[src/rtl/mult_div_unit_pkg.sv]
// Shared definitions for the iterative HI/LO multiply/divide unit: MIPS funct
// codes, FSM and datapath-mode encodings, and a small magnitude helper.
package mult_div_unit_pkg;

    localparam logic [5:0] FN_MTHI  = 6'h11;
    localparam logic [5:0] FN_MTLO  = 6'h13;
    localparam logic [5:0] FN_MULT  = 6'h18;
    localparam logic [5:0] FN_MULTU = 6'h19;
    localparam logic [5:0] FN_DIV   = 6'h1A;
    localparam logic [5:0] FN_DIVU  = 6'h1B;

    localparam int DIV_STEPS = 32;

    typedef enum logic [1:0] {
        ST_IDLE = 2'd0,
        ST_MUL  = 2'd1,
        ST_DIV  = 2'd2,
        ST_FIX  = 2'd3
    } md_state_t;

    typedef enum logic {
        MODE_MUL = 1'b0,
        MODE_DIV = 1'b1
    } md_mode_t;

    // Unsigned ops pass through untouched; 0x80000000 maps to itself, which is
    // the correct magnitude when read back as unsigned.
    function automatic logic [31:0] mag32(input logic [31:0] v, input logic is_signed);
        return (is_signed && v[31]) ? (~v + 32'd1) : v;
    endfunction

endpackage

[src/rtl/mult_div_unit.sv]
// Iterative MULT/MULTU/DIV/DIVU/MTHI/MTLO unit owning architectural HI/LO.
// EX issues with go and stalls on hold; abort cancels an op before it commits.
module mult_div_unit
    import mult_div_unit_pkg::*;
#(
    parameter int MUL_BITS = 1   // 1, 2 or 4 multiplier bits per cycle
) (
    input  logic        clock,
    input  logic        reset_n,
    input  logic        go,
    input  logic [5:0]  fn,
    input  logic [31:0] op1,
    input  logic [31:0] op2,
    input  logic        abort,
    output logic        hold,
    output logic        done,
    output logic [31:0] hi,
    output logic [31:0] lo
);

    localparam int         MUL_STEPS    = 32 / MUL_BITS;
    localparam logic [5:0] MUL_CNT_INIT = 6'(MUL_STEPS - 1);
    localparam logic [5:0] DIV_CNT_INIT = 6'(DIV_STEPS - 1);

    md_state_t   state_reg;
    md_mode_t    mode_reg;
    logic [5:0]  cnt_reg;
    logic        neg_q_reg;
    logic        neg_r_reg;
    logic        done_reg;
    logic [31:0] hi_reg;
    logic [31:0] lo_reg;

    logic [63:0] mcand_reg;
    logic [31:0] mplier_reg;
    logic [63:0] prod_reg;
    logic [31:0] dvs_reg;
    logic [31:0] quo_reg;
    logic [31:0] rem_reg;

    logic [63:0] mcand_next;
    logic [31:0] mplier_next;
    logic [63:0] prod_next;
    logic [31:0] quo_next;
    logic [31:0] rem_next;

    // Issue decode
    logic        is_mul_op;
    logic        is_div_op;
    logic        is_signed_op;
    logic        op2_zero;
    logic [31:0] mag1;
    logic [31:0] mag2;

    assign is_mul_op    = (fn == FN_MULT) || (fn == FN_MULTU);
    assign is_div_op    = (fn == FN_DIV)  || (fn == FN_DIVU);
    assign is_signed_op = (fn == FN_MULT) || (fn == FN_DIV);
    assign op2_zero     = (op2 == 32'd0);
    assign mag1         = mag32(op1, is_signed_op);
    assign mag2         = mag32(op2, is_signed_op);

    // Partial products for the MUL_BITS multiplier bits retired this cycle
    logic [63:0] pp [MUL_BITS];
    logic [63:0] pp_sum;

    generate
        for (genvar gi = 0; gi < MUL_BITS; gi++) begin : g_pp
            assign pp[gi] = mplier_reg[gi] ? (mcand_reg << gi) : 64'd0;
        end
    endgenerate

    always_comb begin
        pp_sum = 64'd0;
        for (int i = 0; i < MUL_BITS; i++) begin
            pp_sum = pp_sum + pp[i];
        end
    end

    // Restoring divide: the shifted partial remainder needs 33 bits because it
    // can reach 2*divisor-1 before the trial subtraction.
    logic [32:0] rem_shift;
    logic [32:0] rem_diff;

    assign rem_shift = {rem_reg, quo_reg[31]};
    assign rem_diff  = rem_shift - {1'b0, dvs_reg};

    always_comb begin
        mcand_next  = mcand_reg;
        mplier_next = mplier_reg;
        prod_next   = prod_reg;
        quo_next    = quo_reg;
        rem_next    = rem_reg;
        if (mode_reg == MODE_MUL) begin
            prod_next   = prod_reg + pp_sum;
            mcand_next  = mcand_reg << MUL_BITS;
            mplier_next = mplier_reg >> MUL_BITS;
        end else if (!rem_diff[32]) begin
            rem_next = rem_diff[31:0];
            quo_next = {quo_reg[30:0], 1'b1};
        end else begin
            rem_next = rem_shift[31:0];
            quo_next = {quo_reg[30:0], 1'b0};
        end
    end

    // Sign fixup applied only in FIX
    logic [63:0] prod_fix;
    logic [31:0] quo_fix;
    logic [31:0] rem_fix;

    assign prod_fix = neg_q_reg ? (~prod_reg + 64'd1) : prod_reg;
    assign quo_fix  = neg_q_reg ? (~quo_reg + 32'd1)  : quo_reg;
    assign rem_fix  = neg_r_reg ? (~rem_reg + 32'd1)  : rem_reg;

    always_ff @(posedge clock or negedge reset_n) begin
        if (!reset_n) begin
            state_reg  <= ST_IDLE;
            mode_reg   <= MODE_MUL;
            cnt_reg    <= 6'd0;
            neg_q_reg  <= 1'b0;
            neg_r_reg  <= 1'b0;
            done_reg   <= 1'b0;
            hi_reg     <= 32'd0;
            lo_reg     <= 32'd0;
            mcand_reg  <= 64'd0;
            mplier_reg <= 32'd0;
            prod_reg   <= 64'd0;
            dvs_reg    <= 32'd0;
            quo_reg    <= 32'd0;
            rem_reg    <= 32'd0;
        end else begin
            done_reg <= 1'b0;
            if (abort) begin
                state_reg <= ST_IDLE;
            end else begin
                unique case (state_reg)
                    ST_IDLE: begin
                        if (go) begin
                            if (fn == FN_MTHI) begin
                                hi_reg <= op1;
                            end else if (fn == FN_MTLO) begin
                                lo_reg <= op1;
                            end else if (is_mul_op) begin
                                state_reg  <= ST_MUL;
                                mode_reg   <= MODE_MUL;
                                cnt_reg    <= MUL_CNT_INIT;
                                mcand_reg  <= {32'd0, mag1};
                                mplier_reg <= mag2;
                                prod_reg   <= 64'd0;
                                neg_q_reg  <= is_signed_op & (op1[31] ^ op2[31]);
                                neg_r_reg  <= is_signed_op & op1[31];
                            end else if (is_div_op) begin
                                state_reg <= ST_DIV;
                                mode_reg  <= MODE_DIV;
                                cnt_reg   <= DIV_CNT_INIT;
                                quo_reg   <= mag1;
                                dvs_reg   <= mag2;
                                rem_reg   <= 32'd0;
                                // Divide by zero leaves the all-ones quotient unsigned;
                                // the remainder fixup still reproduces op1 exactly.
                                neg_q_reg <= is_signed_op & (op1[31] ^ op2[31]) & ~op2_zero;
                                neg_r_reg <= is_signed_op & op1[31];
                            end
                        end
                    end
                    ST_MUL, ST_DIV: begin
                        mcand_reg  <= mcand_next;
                        mplier_reg <= mplier_next;
                        prod_reg   <= prod_next;
                        quo_reg    <= quo_next;
                        rem_reg    <= rem_next;
                        if (cnt_reg == 6'd0) begin
                            state_reg <= ST_FIX;
                        end else begin
                            cnt_reg <= cnt_reg - 6'd1;
                        end
                    end
                    ST_FIX: begin
                        if (mode_reg == MODE_MUL) begin
                            {hi_reg, lo_reg} <= prod_fix;
                        end else begin
                            lo_reg <= quo_fix;
                            hi_reg <= rem_fix;
                        end
                        done_reg  <= 1'b1;
                        state_reg <= ST_IDLE;
                    end
                endcase
            end
        end
    end

    assign hold = (state_reg != ST_IDLE);
    assign done = done_reg;
    assign hi   = hi_reg;
    assign lo   = lo_reg;

    // Issuing while busy is a protocol violation on the EX side.
    a_no_go_while_hold: assert property (@(posedge clock) disable iff (!reset_n) !(go && hold));

endmodule

[config.mk]
export PLATFORM = sky130hd
export DESIGN_NAME = mult_div_unit
export DESIGN_NICKNAME = d
export VERILOG_FILES = /design/src/rtl/mult_div_unit_pkg.sv /design/src/rtl/mult_div_unit.sv
export SDC_FILE = /design/constraint.sdc
export NUM_CORES = 1
export LEC_CHECK = 0
export CORE_MARGIN = 1.5
export CORE_UTILIZATION = 41
export CTS_BUF_LIST = sky130_fd_sc_hd__clkbuf_8 sky130_fd_sc_hd__clkbuf_16
export CTS_CLUSTER_SIZE = 12
export DETAILED_ROUTE_END_ITERATION = 6
export PLACE_DENSITY = 0.66
export RECOVER_POWER = 25
export SLEW_MARGIN = 10
export SYNTH_ARGS = -nofsm -noshare
export SYNTH_HDL_FRONTEND = slang
export SYNTH_SLANG_ARGS = --single-unit
[constraint.sdc]
create_clock -name clock -period 5.17 [get_ports clock]
set_input_delay 0.7755 -clock clock [delete_from_list [all_inputs] [get_ports clock]]
set_output_delay 0.7755 -clock clock [all_outputs]
set_load 0.01 [all_outputs]
==> results.md <==
* Worst Max-Slew Pin Slew at 2850 ps
* Layout fillers at 5745
* CTS tree: yes
* Logic pwr share at 0.494
* Post-synthesis sequential area ratio at 0.344
* Layout net count at 3255
* Post-synth ARST share at 1.00
* Cell count of the worst reg-to-reg path at 13
* YS warnings at 0
* # port buffers at 139
* Power Density at 555 mW/mm²
* CTS H-tree depth at 2
* Initial antenna violation count at 5
* Syn Inst Count at 3042
* Syn nets at 3222
* Die area at 0.0603 mm²
* HP Class: input pin to asynchronous set/reset pin
* Post-CTS sizing at 0
* First-pass GRT wire length at 120000 µm
* Mean Syn Cell Area at 7.94 µm²
* Setup WS post-layout at 1050 ps
* Cts bufs inserted at 40
* Routed len/inst at 19.6 µm
* Detail Route Antenna Nets at 0
* Clock Sink Count at 332
* RR Endpoint: prod_reg[63]
* R2R setup slack at 1050 ps
* Area growth syn-to-layout at 14.2%
* FF/Latch Area at 0.00831 mm²
* Post-synth EDFFs at 0
* Vias at 22300
* Vias in the first global route at 20700
* Layout cells sized above 1 at 0.0477
* Worst Path Arrival at 4540 ps
* Highest Clock Rate at 243 MHz
* Cell area after layout at 0.0276 mm²
* Post-CTS setup buffer count at 0
* Most frequent cells in the layout: nand2_1 (499), o21ai_0 (397), dfrtp_1 (330), a21oi_1 (260), nor2_1 (198)
* Top Ports at 140
* Max-cap violation count at 2
* Most used DFF post-synth: dfrtp_1
* Relative slew slack at -0.900
* Routability cong. at 0.963
* Reg clk slew, reported paths at 60 ps
* Area contributors post-synth: dfrtp_1 (34%), o21ai_0 (8.2%), nand2_1 (7.8%)
* Share of the synthesized area in the top cell type at 0.344
* Final wirelength at 76000 µm
* Max-slew violation count at 217
* Critical path type: register to register
* Final min period at 4120 ps
* Final cycle utilization of the critical path at 0.797
* Psw at 6.87 mW
* Synth area leader: dfrtp_1
* Clock root buffer: clkbuf_16
* Clock Skews at 30.3 ps
* FF-to-FF Start: mplier_reg[0]
* Dpl ws at 1000 ps
* Final HPWL DP at 56800 µm
* Violated checks: design-rule violations, max-capacitance violations, max-slew violations
* Leak pwr at 12.0 nW
* Yosys reg bits at 332
* Detailed Route Iter0 Violations at 2184
* Worst vdd ir at 0.591 mV
* Endpoints failing setup at 0
* Via density per instance at 5.76
* Crit path launch type: register
* CTS Buffer Depth at 3
* Total gr overflow at 0
* Area after DPL at 0.0261 mm²
* GRT Overall Usage at 0.251
* Status: finished, violations left
* Cell variety after synth at 89
* Largest net degree at the start of global routing at 183
* Rows at 88
* Die height at 246 µm
* ANT cells at 0
* Skew-Pair Late Insertion Delay at 570 ps
* Endpoint class of the critical path: register
* Remaining DRCs at 3
* Core area at 0.0579 mm²
* Drt pass-1 iters at 7
* Sequential share of power at 0.301
* Setup repair after global routing missed its margin: false
* Critical Path Fanout Max at 31
* Required @ worst endpoint at 5590 ps
* Setup crit end: prod_reg[63]
* Sw Share at 0.448
* Most common cell after layout, fill and taps aside: nand2_1
* Mapped cell area at 0.0241 mm²
* Crit path from: mplier_reg[0]
* Area of the multi-input gates at 0.0149 mm²
* Starting Density at 0.417
* Power Internal at 8.45 mW
* Die width at 246 µm
* CTS Hold Bufs at 0
* Final Hold Fails at 0
* Setup TNS at 0 ps
* Clock power share at 0.205
## synthesized netlist by cell type (22+ instances only)
| cell | number |
|---|---|
| o31ai_1 | 70 |
| a21oi_1 | 260 |
| or3_1 | 31 |
| clkbuf_1 | 166 |
| nand4_1 | 22 |
| or4_1 | 23 |
| xnor2_1 | 136 |
| dfrtp_1 | 332 |
| a22oi_1 | 29 |
| nor2_1 | 198 |
| o21ai_0 | 397 |
| ha_1 | 104 |
| nand2_1 | 499 |
| xor2_1 | 131 |
| nor3_1 | 32 |
| nor2b_1 | 35 |
| inv_1 | 72 |
| and2_1 | 77 |
| nand3_1 | 39 |
| a21o_1 | 68 |
## area by class of cell
| cell class | instances | share of cell area |
|---|---|---|
| Clock inverter | 17 | 0.00880 |
| Tap cell | 765 | 0.0347 |
| Sequential cell | 332 | 0.301 |
| Multi-Input combinational cell | 2459 | 0.541 |
| Timing Repair Buffer | 170 | 0.0593 |
| Clock buffer | 55 | 0.0446 |
| Inverter | 72 | 0.00980 |
## per-layer routing
layer / track usage / up-vias / wire (µm) / part of all wire
li1: - / 10800 / - / -
met1: 0.367 / 10600 / 35400 / 0.47
met2: 0.380 / 795 / 32600 / 0.43
met3: 0.0397 / 109 / 5870 / 0.077
met4: 0.0686 / 6 / 2080 / 0.027
met5: 0 / - / 43 / 0.00057
## worst max-delay path: stages, from the launching register on
cell       delay (ps)
dfrtp_1           390
buf_4             220
and2_1            210
ha_1              460
and3_1            280
and3_1            200
o2111ai_1         250
a311oi_1          450
o21ai_1           140
a21oi_1           410
o21ai_0           230
and4b_1           220
a2111oi_0         390
nand3_1           110
## kinds of logic after synthesis
| group | share of synthesized area |
|---|---|
| buf+inv | 0.0391 |
| mux | 0.00969 |
| simple gates | 0.204 |
| flops | 0.344 |
| fa+ha+maj | 0.0556 |
| xor+xnor | 0.0975 |
| compound gates | 0.250 |
## power by group through the flow
stage               clock [mW]  combinational [mW]  sequential [mW]
global route              3.28                8.37             4.72
finish                    3.14                7.56             4.62
floorplan                    0                5.20             4.30
global placement             0                7.41             4.61
CTS                       3.19                7.49             4.58
detailed placement           0                7.46             4.61
## worst min-delay path by stage
stage                endpoint  cells past startpoint            from
2_1_floorplan  mplier_reg[28]                      1  mplier_reg[28]
4_1_cts         mcand_reg[62]                      1         reset_n
6_report        mcand_reg[62]                      1         reset_n
3_5_place_dp   mplier_reg[28]                      1  mplier_reg[28]
5_1_grt         mcand_reg[62]                      1         reset_n
3_3_place_gp   mplier_reg[28]                      1  mplier_reg[28]
## per-stage QoR
step | util | power [mW] | hold WS [ps] | std cells
finish | 0.476 | 15.3 | 189 | 3870
global route | 0.476 | 16.4 | 226 | 3870
floorplan | - | 9.50 | 449 | 3042
CTS | 0.477 | 15.3 | 214 | 3870
global placement | 0.451 | 12.0 | 458 | 3798
detailed placement | 0.451 | 12.1 | 465 | 3798
Note: power is estimated with default switching activity, not from simulation.
